### src/rtl/hex_msg_pkg.sv
// Shared constants for the hex message scroller.
//   - character codes understood by the 7-segment decoder
//   - active-low gfedcba segment patterns for those codes
//   - operating mode encodings driven on the scroller's mode input
package hex_msg_pkg;

  // Character codes (low two bits of a character; wider codes with any
  // upper bit set are shown as blank).
  localparam logic [1:0] CH_D     = 2'd0;
  localparam logic [1:0] CH_E     = 2'd1;
  localparam logic [1:0] CH_1     = 2'd2;
  localparam logic [1:0] CH_BLANK = 2'd3;

  // Segment patterns, active low, bit order gfedcba.
  localparam logic [6:0] SEG_D   = 7'b0100001;
  localparam logic [6:0] SEG_E   = 7'b0000110;
  localparam logic [6:0] SEG_1   = 7'b1111001;
  localparam logic [6:0] SEG_OFF = 7'b1111111;

  typedef enum logic [1:0] {
    MODE_MAN  = 2'b00,  // offset follows man_sel
    MODE_UP   = 2'b01,  // offset +1 per tick
    MODE_DN   = 2'b10,  // offset -1 per tick
    MODE_HOLD = 2'b11   // everything frozen
  } mode_e;

endpackage

### src/rtl/seg7_char_decoder.sv
// Combinational character-code to 7-segment decoder.
// Ports:
//   code  in  CHAR_W  character code (0 'd', 1 'E', 2 '1', 3 blank)
//   seg   out 7       active-low gfedcba segment pattern
// Any code with a bit set above bit 1 decodes to blank. CHAR_W must be >= 2.
module seg7_char_decoder
  import hex_msg_pkg::*;
#(
  parameter int CHAR_W = 2
) (
  input  logic [CHAR_W-1:0] code,
  output logic [6:0]        seg
);

  logic upper_set;

  generate
    if (CHAR_W > 2) begin : g_wide
      assign upper_set = |code[CHAR_W-1:2];
    end else begin : g_narrow
      assign upper_set = 1'b0;
    end
  endgenerate

  always_comb begin
    seg = SEG_OFF;
    if (!upper_set) begin
      case (code[1:0])
        CH_D:     seg = SEG_D;
        CH_E:     seg = SEG_E;
        CH_1:     seg = SEG_1;
        default:  seg = SEG_OFF;
      endcase
    end
  end

endmodule

### src/rtl/hex_msg_scroller.sv
// Message scroller for N_DISP seven-segment displays.
// Holds an N_CHARS message and shows a window into it starting at 'offset';
// the window either follows a switch value, scrolls up/down on a prescaled
// tick, or holds.
// Ports:
//   CLOCK_50  in   1               system clock
//   resetn    in   1               synchronous reset, active low
//   msg_in    in   N_CHARS*CHAR_W  message; char k = msg_in[k*CHAR_W +: CHAR_W]
//   load      in   1               single-cycle pulse: capture msg_in
//   mode      in   2               00 manual, 01 auto-up, 10 auto-down, 11 hold
//   man_sel   in   OFS_W           offset used in manual mode
//   HEX       out  N_DISP*7        display i = HEX[i*7 +: 7], active low gfedcba
//   offset    out  OFS_W           current window offset
//   tick      out  1               single-cycle pulse when the prescaler expires
// Handshake: there is no valid/ready pair. load is a plain strobe sampled on
// every rising edge; each cycle it is high the message is recaptured. No
// back-pressure exists, the block accepts a load in every cycle.
// Timing: HEX is registered from msg_buf_q/offset_q, so a change in either
// reaches HEX one edge after it is registered.
module hex_msg_scroller
  import hex_msg_pkg::*;
#(
  parameter  int CHAR_W      = 2,
  parameter  int N_CHARS     = 4,
  parameter  int N_DISP      = 4,
  parameter  int TICK_CYCLES = 50_000_000,
  localparam int OFS_W       = (N_CHARS > 2) ? $clog2(N_CHARS) : 1,
  localparam int PS_W        = $clog2(TICK_CYCLES)
) (
  input  logic                        CLOCK_50,
  input  logic                        resetn,
  input  logic [N_CHARS*CHAR_W-1:0]   msg_in,
  input  logic                        load,
  input  logic [1:0]                  mode,
  input  logic [OFS_W-1:0]            man_sel,
  output logic [N_DISP*7-1:0]         HEX,
  output logic [OFS_W-1:0]            offset,
  output logic                        tick
);

  localparam logic [OFS_W-1:0] OFS_LAST = OFS_W'(N_CHARS - 1);
  localparam logic [PS_W-1:0]  PS_LAST  = PS_W'(TICK_CYCLES - 1);

  // State
  logic [N_CHARS-1:0][CHAR_W-1:0] msg_buf_q, msg_buf_d;
  logic [OFS_W-1:0]               offset_q,  offset_d;
  logic [PS_W-1:0]                ps_q,      ps_d;
  logic                           tick_q,    tick_d;
  mode_e                          mode_q,    mode_d;
  logic [N_DISP*7-1:0]            hex_q,     hex_d;

  mode_e mode_in;
  logic  mode_chg;
  logic  counting;
  logic  ps_wrap;
  logic  sel_ok;

  assign mode_in  = mode_e'(mode);
  // mode_q is the mode seen on the previous edge; any difference restarts
  // the prescaler so a new scroll direction always starts a full period.
  assign mode_chg = (mode_in != mode_q);
  assign counting = (mode_in == MODE_UP) || (mode_in == MODE_DN);
  assign ps_wrap  = counting && !mode_chg && (ps_q == PS_LAST);

  // man_sel can only exceed the message when N_CHARS is not a power of two.
  generate
    if ((1 << OFS_W) == N_CHARS) begin : g_sel_full
      assign sel_ok = 1'b1;
    end else begin : g_sel_part
      assign sel_ok = ({1'b0, man_sel} < (OFS_W+1)'(N_CHARS));
    end
  endgenerate

  always_comb begin
    msg_buf_d = msg_buf_q;
    offset_d  = offset_q;
    ps_d      = ps_q;
    tick_d    = 1'b0;
    mode_d    = mode_in;

    if (load) begin
      // load wins over a pending tick and over the manual select.
      msg_buf_d = msg_in;
      offset_d  = '0;
      ps_d      = '0;
    end else begin
      if (mode_chg) begin
        ps_d = '0;
      end else if (counting) begin
        ps_d = ps_wrap ? '0 : ps_q + PS_W'(1);
      end
      tick_d = ps_wrap;

      case (mode_in)
        MODE_MAN: begin
          if (sel_ok) offset_d = man_sel;
        end
        MODE_UP: begin
          if (ps_wrap) offset_d = (offset_q == OFS_LAST) ? '0 : offset_q + OFS_W'(1);
        end
        MODE_DN: begin
          if (ps_wrap) offset_d = (offset_q == '0) ? OFS_LAST : offset_q - OFS_W'(1);
        end
        default: begin
          // hold: nothing moves
        end
      endcase
    end
  end

  // Display i shows character (i + offset) mod N_CHARS. i mod N_CHARS is an
  // elaboration constant, so the remaining sum is below 2*N_CHARS and one
  // compare-and-subtract finishes the wrap.
  generate
    for (genvar i = 0; i < N_DISP; i++) begin : g_disp
      localparam int BASE = i % N_CHARS;
      logic [OFS_W:0] sum;
      logic [OFS_W:0] idx;

      always_comb begin
        sum = {1'b0, offset_q} + (OFS_W+1)'(BASE);
        idx = sum;
        if (sum >= (OFS_W+1)'(N_CHARS)) idx = sum - (OFS_W+1)'(N_CHARS);
      end

      seg7_char_decoder #(.CHAR_W(CHAR_W)) u_dec (
        .code (msg_buf_q[idx[OFS_W-1:0]]),
        .seg  (hex_d[i*7 +: 7])
      );
    end
  endgenerate

  always_ff @(posedge CLOCK_50) begin
    if (!resetn) begin
      msg_buf_q <= {N_CHARS{CHAR_W'(CH_BLANK)}};
      offset_q  <= '0;
      ps_q      <= '0;
      tick_q    <= 1'b0;
      mode_q    <= MODE_MAN;
      hex_q     <= '1;
    end else begin
      msg_buf_q <= msg_buf_d;
      offset_q  <= offset_d;
      ps_q      <= ps_d;
      tick_q    <= tick_d;
      mode_q    <= mode_d;
      hex_q     <= hex_d;
    end
  end

  assign HEX    = hex_q;
  assign offset = offset_q;
  assign tick   = tick_q;

endmodule
### config.mk
export PLATFORM = sky130hd
export DESIGN_NAME = hex_msg_scroller
export DESIGN_NICKNAME = d
export VERILOG_FILES = /design/src/rtl/hex_msg_pkg.sv /design/src/rtl/seg7_char_decoder.sv /design/src/rtl/hex_msg_scroller.sv
export SDC_FILE = /design/constraint.sdc
export NUM_CORES = 1
export LEC_CHECK = 0
export CAP_MARGIN = 20
export CORE_MARGIN = 2
export CORE_UTILIZATION = 54
export CTS_CLUSTER_DIAMETER = 150
export DETAILED_ROUTE_END_ITERATION = 6
export PLACE_DENSITY_LB_ADDON = 0.08
export SYNTH_ARGS = -nofsm -noshare
export SYNTH_HDL_FRONTEND = slang
export SYNTH_SLANG_ARGS = --single-unit
### constraint.sdc
create_clock -name CLOCK_50 -period 3.5 [get_ports CLOCK_50]
set_input_delay 0.7 -clock CLOCK_50 [delete_from_list [all_inputs] [get_ports CLOCK_50]]
set_output_delay 0.7 -clock CLOCK_50 [all_outputs]
set_load 0.02 [all_outputs]
### Word level (Yosys, flattened, before mapping)

Cells that the tools add are included.

| word-level totals | value |
|---|---|
| bits in registers | 67 |
| bits in latches | 0 |
| memory bits (writable) | 0 |
| memory bits (read-only) | 0 |
| bits of input ports | 15 |
| output and inout port bits | 31 |
| logic and storage cells | 79 |
| memories | 0 |

| operators by class | value |
|---|---|
| add/sub/neg operators | 10 |
| $mul | 0 |
| div/mod/pow operators | 0 |
| $lt $le $gt $ge | 8 |
| eq/ne operators | 15 |
| shift operators | 0 |
| mux-type cells | 22 |
| bitwise gates (word level) | 1 |
| reductions and logical operators | 14 |

Operators with widths:

| operator | number |
|---|---|
| 7-bit case mux with 3 select lines | 4 |
| 26-bit by 1-bit adder with 26-bit output, second input constant | 1 |
| 26-bit == test, second input constant | 1 |
| 26-bit 2-to-1 mux | 1 |
| 2-bit 2-to-1 mux | 12 |
| 2-bit binary-select mux with 2-bit select | 4 |
| 2-bit == test, second input constant | 6 |
| 2-bit zero test | 6 |
| 2-bit by 3-bit < comparator with 1-bit output, second input constant | 4 |
| 2-bit by 1-bit == test with 1-bit output, second input constant | 5 |
| 2-bit by 1-bit subtractor with 2-bit output, second input constant | 5 |
| 3-bit >= comparator, second input constant | 3 |
| 2-bit by 2-bit adder with 3-bit output, second input constant | 2 |
| 2-bit case mux with 3 select lines | 1 |
| 2-bit inequality test, second input constant | 2 |
| 2-bit by 1-bit adder with 3-bit output, second input constant | 1 |
| 2-bit by 3-bit >= comparator with 1-bit output, second input constant | 1 |
| 3-bit AND reduction | 1 |
| 3-bit nonzero test | 1 |
| 3-bit OR reduction | 1 |
| 2-bit by 1-bit adder with 2-bit output, second input constant | 1 |
| 1-bit logical AND | 2 |
| 2-bit inequality test | 1 |
| 2-bit OR reduction | 1 |
| 3 further kinds | 3 |

### Logic depth before layout (Yosys ltp)

Gate-level depths: netlist of the first run.

| logic depth | value |
|---|---|
| word-level depth | 7 |
| mapped depth | 9 |
| depth with buffers taken out | 7 |

### By module

A second synthesis of the first run with hierarchy kept.

| second synthesis, totals | value |
|---|---|
| cell total of the unflattened synthesis | 300 |
| area total of the unflattened synthesis | 2999.1 um2 |

By module, submodules not included:

| module | instances | cells each | area an instance (um2) |
|---|---|---|---|
| hex_msg_scroller | 1 | 272 | 2824.0 |
| seg7_char_decoder | 4 | 7 | 43.8 |

### Worst setup path before layout of the first run

No wires, ideal clock.

| path | value |
|---|---|
| path type | input to register |
| from | input mode[0] |
| to | register offset_q[0], in the netlist offset[0] |
| library setup time | 0.128 ns |
| data arrival time | 2.262 ns |
| required time | 3.372 ns |
| slack | 1.110 ns |
| stages on the path | 7 |
| cell sequence | inv_1 ha_1 and3b_1 nand2b_1 or4b_1 a221oi_1 a311oi_1 |

| on the way | value |
|---|---|
| word-level cells in the longest chain between the ends | 6 |

RTL lines:

| element | RTL line | text |
|---|---|---|
| start, declared | hex_msg_scroller.sv:34 | `input logic [1:0] mode,` |
| 2-bit by 1-bit == test with 1-bit output (tied with other cells) | hex_msg_scroller.sv:62, hex_msg_scroller.sv:94 |  |
| 1-bit logical OR or 1-bit zero test (tied branches) | hex_msg_scroller.sv:62, hex_msg_scroller.sv:63 |  |
| 1-bit logical AND (2 in a row) | hex_msg_scroller.sv:63 | `assign ps_wrap = counting && !mode_chg && (ps_q == PS_LAST);` |
| 2-bit inequality test (no source line) | -- |  |
| 3-bit AND reduction (no source line) | -- |  |
| end signal, assigned | hex_msg_scroller.sv:143 | `offset_q <= offset_d;` |
| end, declared | hex_msg_scroller.sv:46 | `logic [OFS_W-1:0] offset_q, offset_d;` |

Parallel ways exist; a longest one is shown, timed or not.
A chain may end at the register's enable or synchronous reset.

### Worst setup path in the final report of the first run

Ends and elaborated chain as after synthesis.

==> metrics.yaml, run 1 <==
ioPinCount: 46
netlist_area_um2: 2490
setup_viol: 0
finalHoldViolCount: 0
critPathLaunchType: "input port"
reg2reg_depth: 6
fmax_ghz: 0.351
design.die.area_um2: 5170
nNetsFinal: 312
worstSkewPairLatency_ps: 300
p_clk_frac: 0.307
clockRootBuffer: "clkbuf_8"
final_layout_size_suffix_gt1_frac: 0.0959
ys_warn_count: 0
ys.flop_type: "dfxtp_1"
clkTransAtPathRegs_ps: 90
grt_pass1_wl_um: 8050
htree_levels: 2
route.detailed.drc: 0
routed_via_density: 5.56
drtIter0Drc: 109
post_cts_buffers: 0
ys_types: 41
slew_headroom: 0.630
swShare: 0.252
ys_seq_elements: 51
synth-seq-area-share: 0.410
fin_cells: 344
crit_cells: 8
die_w_um: 71.9
cp.buffers_inverters: 2
synth_top_cell_by_area: "dfxtp_1"
cts_buffer_depth: 2
ir_drop_mv: 0.231
p_switching_uw: 275
num_vias: 1912
whs_path_depth: 2
status: "complete, no violations"
crit_chain: "clkdlybuf4s50_1, inv_1, ha_1, and3b_1, nand2b_1, or4b_1, a221oi_1, a311oi_1"
hold_buffers: 0
first_global_vias: 1741
syn_nets: 281
nFillCells: 375
synth.area.top_cells: "dfxtp_1 41%, mux4_2 7.2%, xnor2_1 4.9%"
rows: 24
post_cts_resized: 0
combPwrFrac: 0.132
cp_top_family: "simple AND/OR/NAND/NOR gates"
antenna_cells: 0
cts_tree: "done"
area_growth_pct: 18.9
routed_wl_um: 4700
p_int_uw: 816
tightest_slew_ps: 555
cts_inserted_buffers: 5
grt_max_degree: 20
max_stage_delay_ps: 580
numPortBuffers: 45
antenna_found_initial: 0
drv_cap: 0
synth_cells: 260
synth_edf_count: 0
routabilityCongestion: 0.808
end_kind: "flip-flop"
period_share: 0.813
final_antenna_net_count: 0
coreArea_um2: 4380
dp_hpwl_um: 3500
slowest_stage: "or4b_1"
rsz0062_at_grt: "no"
p_per_area_nw_per_um2: 369
finalClockSkew_ps: 7.21
cts.sink_count: 51
dp_cells: 336
finalSetupTns_ps: 0
die_height_um: 71.9
p_leak_nw: 1.01
path_max_fanout: 5
critPathArrivalTime_ps: 3030
wl_per_cell_um: 13.7
slew_violations: 0
cp.required_ps: 3680
yosysTopAreaCellShare: 0.410
syn_area_per_cell_um2: 9.57
track_usage: 0.198
hp-class: "reg -> reg"
p_seq_frac: 0.560
initial_utilization: 0.568
grt_overflow: 0
fin_crit_ps: 2850
firstDrtPassIters: 4
crit_type: "in -> reg"
synth-async-reset-ratio: 0
state kept, by name, summed over array words and instances, names as in the netlist:
| register | cells |
|---|---|
| ps_q | 26 |
| HEX | 12 |
| msg_buf_q | 8 |
| mode_q | 2 |
| offset | 2 |
| tick | 1 |
worst paths after layout:
check               to  startpoint  slack, ps
min reg2reg   ps_q[16]    ps_q[16]        470
max          offset[0]     mode[0]        650
min           ps_q[16]    ps_q[16]        470
max reg2reg  offset[0]     ps_q[0]       1490
synth_stat cells (2+ instances only):
master    number
buf_4         16
a311oi_1       2
nand2b_1      14
or3_1          3
and4_1         3
o21ai_0        3
nor2_1        28
nand3b_1       4
mux2i_1        9
ha_1           6
nand3_1        6
buf_2          3
xnor2_1       14
nand4_1        7
mux4_2         8
and2_1         2
clkbuf_1       6
nor2_2         2
nor4_2         3
dfxtp_1       51
inv_1          7
nor3_1         5
nor4_1         4
a21oi_1        7
nand2_1       23
xor2_1         9
worst reg2reg max path, stage by stage, from the launching register on:
cell	delay (ps)
dfxtp_1	370
ha_1	190
and3b_1	240
nand2b_1	120
or4b_1	580
a221oi_1	310
a311oi_1	80
layer usage:
metal	vias up	part of all wire	routed length, um	track usage
met5	-	0	0	0
met4	0	0.011	52	0.0692
met3	5	0.047	223	0.0352
met2	49	0.45	2130	0.301
met1	907	0.49	2300	0.285
li1	951	-	-	-
power groups by stage:
stage	Sequential, mW	Clock [mW]	Combinational [mW]
2_1_floorplan	0.629	0	0.0872
3_3_place_gp	0.624	0	0.144
3_5_place_dp	0.625	0	0.145
4_1_cts	0.612	0.343	0.146
5_1_grt	0.615	0.362	0.156
6_report	0.611	0.335	0.144
cells by family (layout without fill, tap and decap cells):
group / after synthesis / count (layout) / share of synthesized area
muxes: 17 / 17 / 0.109
and+or+nand+nor: 113 / 113 / 0.249
DFF: 51 / 51 / 0.410
xor gates and xnor gates: 23 / 23 / 0.0809
adders and majority gates: 6 / 6 / 0.0302
AOI/OAI and AO/OA: 17 / 17 / 0.0422
buffers and inverters: 33 / 65 / 0.0784
stage by stage:
stage                      util  hold WS [ps]  power, mW  worst slack (ps)  instance area (um2)
after detailed placement  0.655           465      0.771               360                 2870
after floorplan               -           445      0.716              1110                 2490
after global routing      0.675           510       1.13               563                 2960
after CTS                 0.675           477       1.10               686                 2960
after global placement    0.655           461      0.768               445                 2870
final                     0.675           473       1.09               654                 2960
cell type report:
type                    instances  area (um2)  share of cell area
clock buffers                   6        72.6              0.0245
flip-flops and latches         51        1020               0.345
multi-input cells             176        1270               0.430
well taps                      52        65.1              0.0220
clock inverters                 2        12.5             0.00423
repair buffers                 50         488               0.165
inverters                       7        26.3             0.00888
placed cells by master (no fill, tap or decap), types with 2 or more instances in the layout:
master and instances:
mux4_2 8, xnor2_1 14, xor2_1 9, inv_1 7, clkdlybuf4s50_1 45, nor4_2 3
nor4_1 4, nor2_1 28, mux2i_1 9, or3_1 3, a21oi_1 7, ha_1 6
a311oi_1 2, nand3_1 6, and2_1 2, clkbuf_8 5, nand2b_1 14, nand2_1 23
buf_4 5, nor3_1 5, nor2_2 2, o21ai_0 3, and4_1 3, dfxtp_1 51
nand3b_1 4, nand4_1 7
Power figures use the tool's default switching activity.
==> run 2: changes to the inputs <==
--- a/config.mk
+++ b/config.mk
@@ -7,7 +7,7 @@
 export LEC_CHECK = 0
 export CAP_MARGIN = 20
 export CORE_MARGIN = 2
-export CORE_UTILIZATION = 54
+export CORE_UTILIZATION = 47
 export CTS_CLUSTER_DIAMETER = 150
 export DETAILED_ROUTE_END_ITERATION = 6
 export PLACE_DENSITY_LB_ADDON = 0.08
==> constraint.sdc (replaced) <==
create_clock -name CLOCK_50 -period 2.4 [get_ports CLOCK_50]
set_input_delay 0.48 -clock CLOCK_50 [delete_from_list [all_inputs] [get_ports CLOCK_50]]
set_output_delay 0.48 -clock CLOCK_50 [all_outputs]
set_load 0.02 [all_outputs]
==> run 2 against run 1 <==
Compared with the run above: sequential power increased by 45%; via count decreased by 1.9%; flip-flop and latch count unchanged; critical endpoint unchanged; routed wire length decreased by 2.3%.
==> metrics.yaml, run 2 (synthesis results as in run 1) <==
status: "complete, no violations"  # unchanged
slew_headroom: 0.742  # was 0.630
r2r-end: "offset[0]"  # unchanged
final_layout_size_suffix_gt1_frac: 0.148  # was 0.0959
wl_per_cell_um: 12.3  # was 13.7 um
placed_cell_area_um2: 2990  # was 2870 um2
clkTransAtPathRegs_ps: 80  # was 90 ps
cts_buffer_depth: 2  # unchanged
initial_utilization: 0.487  # was 0.568
area_growth_pct: 25.7  # was 18.9%
ioPinCount: 46  # unchanged
critPathArrivalTime_ps: 2550  # was 3030 ps
coreArea_um2: 5110  # was 4380 um2
fin_cells: 374  # was 344
fmax_ghz: 0.430
finalClockSkew_ps: 3.83  # was 7.21 ps
tightest_slew_ps: 387  # was 555 ps
grt_max_degree: 20  # unchanged
path_max_fanout: 3  # was 5
die_w_um: 76.8  # was 71.9 um
first_global_vias: 1781  # was 1741
final_util: 0.612  # was 0.675
r2r-start: "ps_q[14]"  # was ps_q[0]
nNetsFinal: 324  # was 312
slew_violations: 0  # unchanged
total_power_mw: 1.72  # was 1.09 mW
period_share: 0.969
firstDrtPassIters: 4  # unchanged
cp.required_ps: 2620  # was 3680 ps
finalInstanceArea_um2: 3130  # was 2960 um2
grt_pass1_wl_um: 8070  # was 8050 um
track_usage: 0.168  # was 0.198
hp-class: "reg -> reg"  # unchanged
nFillCells: 477  # was 375
startpoint: "mode[0]"  # unchanged
dp_hpwl_um: 3590  # was 3500 um
route.detailed.drc: 0  # unchanged
layout_common_cells: "51 x dfxtp_1, 45 x clkdlybuf4s50_1, 28 x nor2_1"  # unchanged
p_leak_nw: 1.09  # was 1.01 nW
ir_drop_mv: 0.317  # was 0.231 mV
worstSkewPairLatency_ps: 300  # about the same
cts.sink_count: 51  # unchanged
crit_type: "in -> reg"  # unchanged
clockRootBuffer: "clkbuf_8"  # unchanged
p_per_area_nw_per_um2: 550  # was 369 nW/um2
top_register: "ps_q"  # unchanged
routed_wl_um: 4600  # was 4700 um
end_kind: "flip-flop"  # unchanged
fin_crit_ps: 2330
rows: 26  # was 24
numPortBuffers: 45  # unchanged
grt_overflow: 0  # unchanged
layout_commonest_cell: "dfxtp_1"  # unchanged
finalHoldViolCount: 0  # unchanged
htree_levels: 2  # unchanged
antenna_found_initial: 0  # unchanged
worstSetupEndpoint: "offset[0]"  # unchanged
reg2reg_depth: 5  # was 6
routabilityCongestion: 0.865  # was 0.808
cts_tree: "done"  # unchanged
num_vias: 1876  # was 1912
drtIter0Drc: 87  # was 109
largest_reg_flops: 26  # unchanged
rrSetupSlack_ps: 450  # was 1490 ps
routed_via_density: 5.02  # was 5.56
critPathLaunchType: "input port"  # unchanged
drv_cap: 0  # unchanged
die_height_um: 76.8  # was 71.9 um
dp_cells: 366  # was 336
final_antenna_net_count: 0  # unchanged
design.die.area_um2: 5890  # was 5170 um2
cts_inserted_buffers: 5  # unchanged
antenna_cells: 0  # unchanged
finalSetupTns_ps: 0  # unchanged
setup_viol: 0  # unchanged
-- run 2: worst min path at each step --
stage                     startpoint  depth (start not counted)        to
after floorplan             ps_q[16]                          2  ps_q[16]
after global placement      ps_q[16]                          2  ps_q[16]
after detailed placement    ps_q[16]                          2  ps_q[16]
after CTS                   ps_q[16]                          2  ps_q[16]
after global routing        ps_q[16]                          2  ps_q[16]
final                       ps_q[16]                          2  ps_q[16]
-- run 2: cell type report --
type	count	area, um2	share of cell area
inverters	7	26.3	0.00840
repair buffers	62	582	0.186
clock buffers	6	82.6	0.0264
flip-flops and latches	51	1020	0.326
multi-input cells	176	1290	0.414
clock inverters	2	35.0	0.0112
well taps	70	87.6	0.0280
-- run 2: power breakdown --
| group | internal, mW | switching (mW) | total [mW] |
|---|---|---|---|
| Sequential | 0.868 | 0.0196 | 0.888 |
| Clock | 0.337 | 0.270 | 0.608 |
| Combinational | 0.124 | 0.0992 | 0.224 |
| Total | 1.33 | 0.389 | 1.72 |
-- run 2: through the flow --
stage / setup slack [ps] / hold WS [ps]
final: 74.9 / 484
after global routing: -12.1 / 505
after detailed placement: -270 / 471
after floorplan: 230 / 445
after global placement: -211 / 462
after CTS: 74.8 / 483
-- run 2: what timing repair did --
item	4_1_cts	5_1_grt
resized for setup	0	5
setup endpoints to repair	0	9
hold buffers	0	0
setup buffers	0	0
-- run 2: layer usage --
metal  track usage  vias up  part of all wire
li1              -      964                 -
met1         0.224      861              0.50
met2         0.268       46              0.44
met3        0.0447        5             0.050
met4        0.0491        0             0.010
met5             0        -                 0
-- run 2: critical path, cell delays in order --
cell and delay, ps:
clkdlybuf4s50_1 470, inv_1 50, ha_1 290, and3b_1 240, nand2b_1 80, or4b_4 540, buf_4 160, a311oi_2 240
==> run 3: changes to the inputs <==
--- a/config.mk
+++ b/config.mk
@@ -10,7 +10,7 @@
 export CORE_UTILIZATION = 47
 export CTS_CLUSTER_DIAMETER = 150
 export DETAILED_ROUTE_END_ITERATION = 6
-export PLACE_DENSITY_LB_ADDON = 0.08
+export PLACE_DENSITY_LB_ADDON = 0.1
 export SYNTH_ARGS = -nofsm -noshare
 export SYNTH_HDL_FRONTEND = slang
 export SYNTH_SLANG_ARGS = --single-unit
==> run 3 against run 2 <==
Compared with the run above: combinational power hardly changed; final cell count is 0.80% higher; first-iteration DRC count is 25% lower; highest routed layer unchanged.
==> metrics.yaml, run 3 (synthesis results as in run 1) <==
status: "complete, no violations"  # unchanged
critPathLaunchType: "input port"  # unchanged
clkTransAtPathRegs_ps: 90  # was 80 ps
area_growth_pct: 26.5  # was 25.7%
critPathArrivalTime_ps: 2530  # was 2550 ps
total_power_mw: 1.70  # was 1.72 mW
placed_cell_area_um2: 3010  # was 2990 um2
crit_type: "in -> reg"  # unchanged
die_w_um: 76.8  # unchanged
routed_via_density: 5.09  # was 5.02
antenna_found_initial: 0  # unchanged
hp-class: "reg -> reg"  # unchanged
route.detailed.drc: 0  # unchanged
fmax_ghz: 0.425  # was 0.430 GHz
grt_overflow: 0  # unchanged
crit_chain: "clkdlybuf4s50_1, inv_1, ha_1, and3b_1, nand2b_1, or4b_4, a221oi_2, a311oi_2"  # was clkdlybuf4s50_1, inv_1, ha_1, and3b_1, nand2b_1, or4b_4, buf_4, a311oi_2
nFillCells: 474  # was 477
seq_area_um2: 1020  # unchanged
dp_hpwl_um: 3560  # was 3590 um
numPortBuffers: 45  # unchanged
drtIter0Drc: 65  # was 87
cts_tree: "done"  # unchanged
routed_wl_um: 4660  # was 4600 um
top_register: "ps_q"  # unchanged
cts_inserted_buffers: 5  # unchanged
p_leak_nw: 1.10  # was 1.09 nW
design.die.area_um2: 5890  # unchanged
die_height_um: 76.8  # unchanged
firstDrtPassIters: 4  # unchanged
num_vias: 1920  # was 1876
final_layout_size_suffix_gt1_frac: 0.153  # was 0.148
wl_per_cell_um: 12.4  # was 12.3 um
layout_common_cells: "51 x dfxtp_1, 45 x clkdlybuf4s50_1, 28 x nor2_1"  # unchanged
final_antenna_net_count: 0  # unchanged
r2r-end: "offset[0]"  # unchanged
rrSetupSlack_ps: 410  # was 450 ps
cts.sink_count: 51  # unchanged
grt_max_degree: 20  # unchanged
end_kind: "flip-flop"  # unchanged
multi_input_area_um2: 1290  # about the same
cp.required_ps: 2580  # was 2620 ps
antenna_cells: 0  # unchanged
clockRootBuffer: "clkbuf_8"  # unchanged
htree_levels: 2  # unchanged
slew_headroom: 0.765  # was 0.742
finalClockSkew_ps: 7.91  # was 3.83 ps
min-delay-start: "ps_q[16]"  # unchanged
reg2reg_depth: 5  # unchanged
nNetsFinal: 327  # was 324
p_per_area_nw_per_um2: 541  # was 550 nW/um2
r2r-start: "ps_q[14]"  # unchanged
coreArea_um2: 5110  # unchanged
track_usage: 0.168  # about the same
setup_viol: 0  # unchanged
slowest_stage: "or4b_4"  # unchanged
routabilityCongestion: 0.810  # was 0.865
cp.buffers_inverters: 2  # was 3
finalInstanceArea_um2: 3150  # was 3130 um2
cts_buffer_depth: 2  # unchanged
initial_utilization: 0.487  # unchanged
fin_crit_ps: 2350  # was 2330 ps
tightest_slew_ps: 352  # was 387 ps
drv_cap: 0  # unchanged
whs_path_depth: 2  # unchanged
layout_commonest_cell: "dfxtp_1"  # unchanged
worstSkewPairLatency_ps: 300  # about the same
cp_top_family: "simple AND/OR/NAND/NOR gates"  # unchanged
min_to: "ps_q[16]"  # unchanged
whs_ps: 484  # about the same
slew_violations: 0  # unchanged
finalHoldViolCount: 0  # unchanged
ioPinCount: 46  # unchanged
grt_pass1_wl_um: 8160  # was 8070 um
period_share: 0.980  # was 0.969
ir_drop_mv: 0.285  # was 0.317 mV
max_stage_delay_ps: 540  # about the same
first_global_vias: 1798  # was 1781
rows: 26  # unchanged
largest_reg_flops: 26  # unchanged
path_max_fanout: 3  # unchanged
run 3: final cells by class:
cell class,count,share of cell area
multi-input cells,176,0.409
inverters,7,0.00834
clock inverters,3,0.0139
repair buffers,65,0.195
well taps,70,0.0278
flip-flops and latches,51,0.324
clock buffers,5,0.0219
run 3: report_power, final:
part	internal (mW)	switching [mW]
Combinational	0.125	0.0999
Clock	0.310	0.280
Sequential	0.868	0.0199
Total	1.30	0.399
run 3: stage by stage:
stage	util	setup slack (ps)	setup TNS, ps	std cells
final	0.617	46.9	0	377
after detailed placement	0.590	-278	-3230	368
after global routing	0.617	-27.7	-27.7	377
after floorplan	-	230	0	260
after CTS	0.612	50.8	0	376
after global placement	0.590	-208	-2500	368
run 3: worst max-delay path by stage:
stage | end | startpoint | cells past startpoint
after global routing | offset[0] | mode[0] | 8
final | offset[0] | mode[0] | 8
after floorplan | offset[0] | mode[0] | 7
after CTS | offset[0] | mode[0] | 8
after global placement | offset[0] | mode[0] | 8
after detailed placement | offset[0] | mode[0] | 8
run 3: worst min-delay path, stage by stage (launching register included):
cell	delay [ps]
dfxtp_1	340
nand2_1	60
a21oi_1	50
run 3: layer usage:
layer | share of wire | wire [um] | vias to the layer above | track usage
met3 | 0.037 | 171 | 5 | 0.0412
li1 | - | - | 968 | -
met1 | 0.49 | 2280 | 910 | 0.226
met4 | 0.011 | 51 | 0 | 0.0491
met5 | 0 | 0 | - | 0
met2 | 0.46 | 2160 | 37 | 0.268
run 3: what timing repair did:
item                       4_1_cts  5_1_grt
setup endpoints to repair        0        1
buffers inserted                 0        1
resized for setup                0        3
hold buffers                     0        0
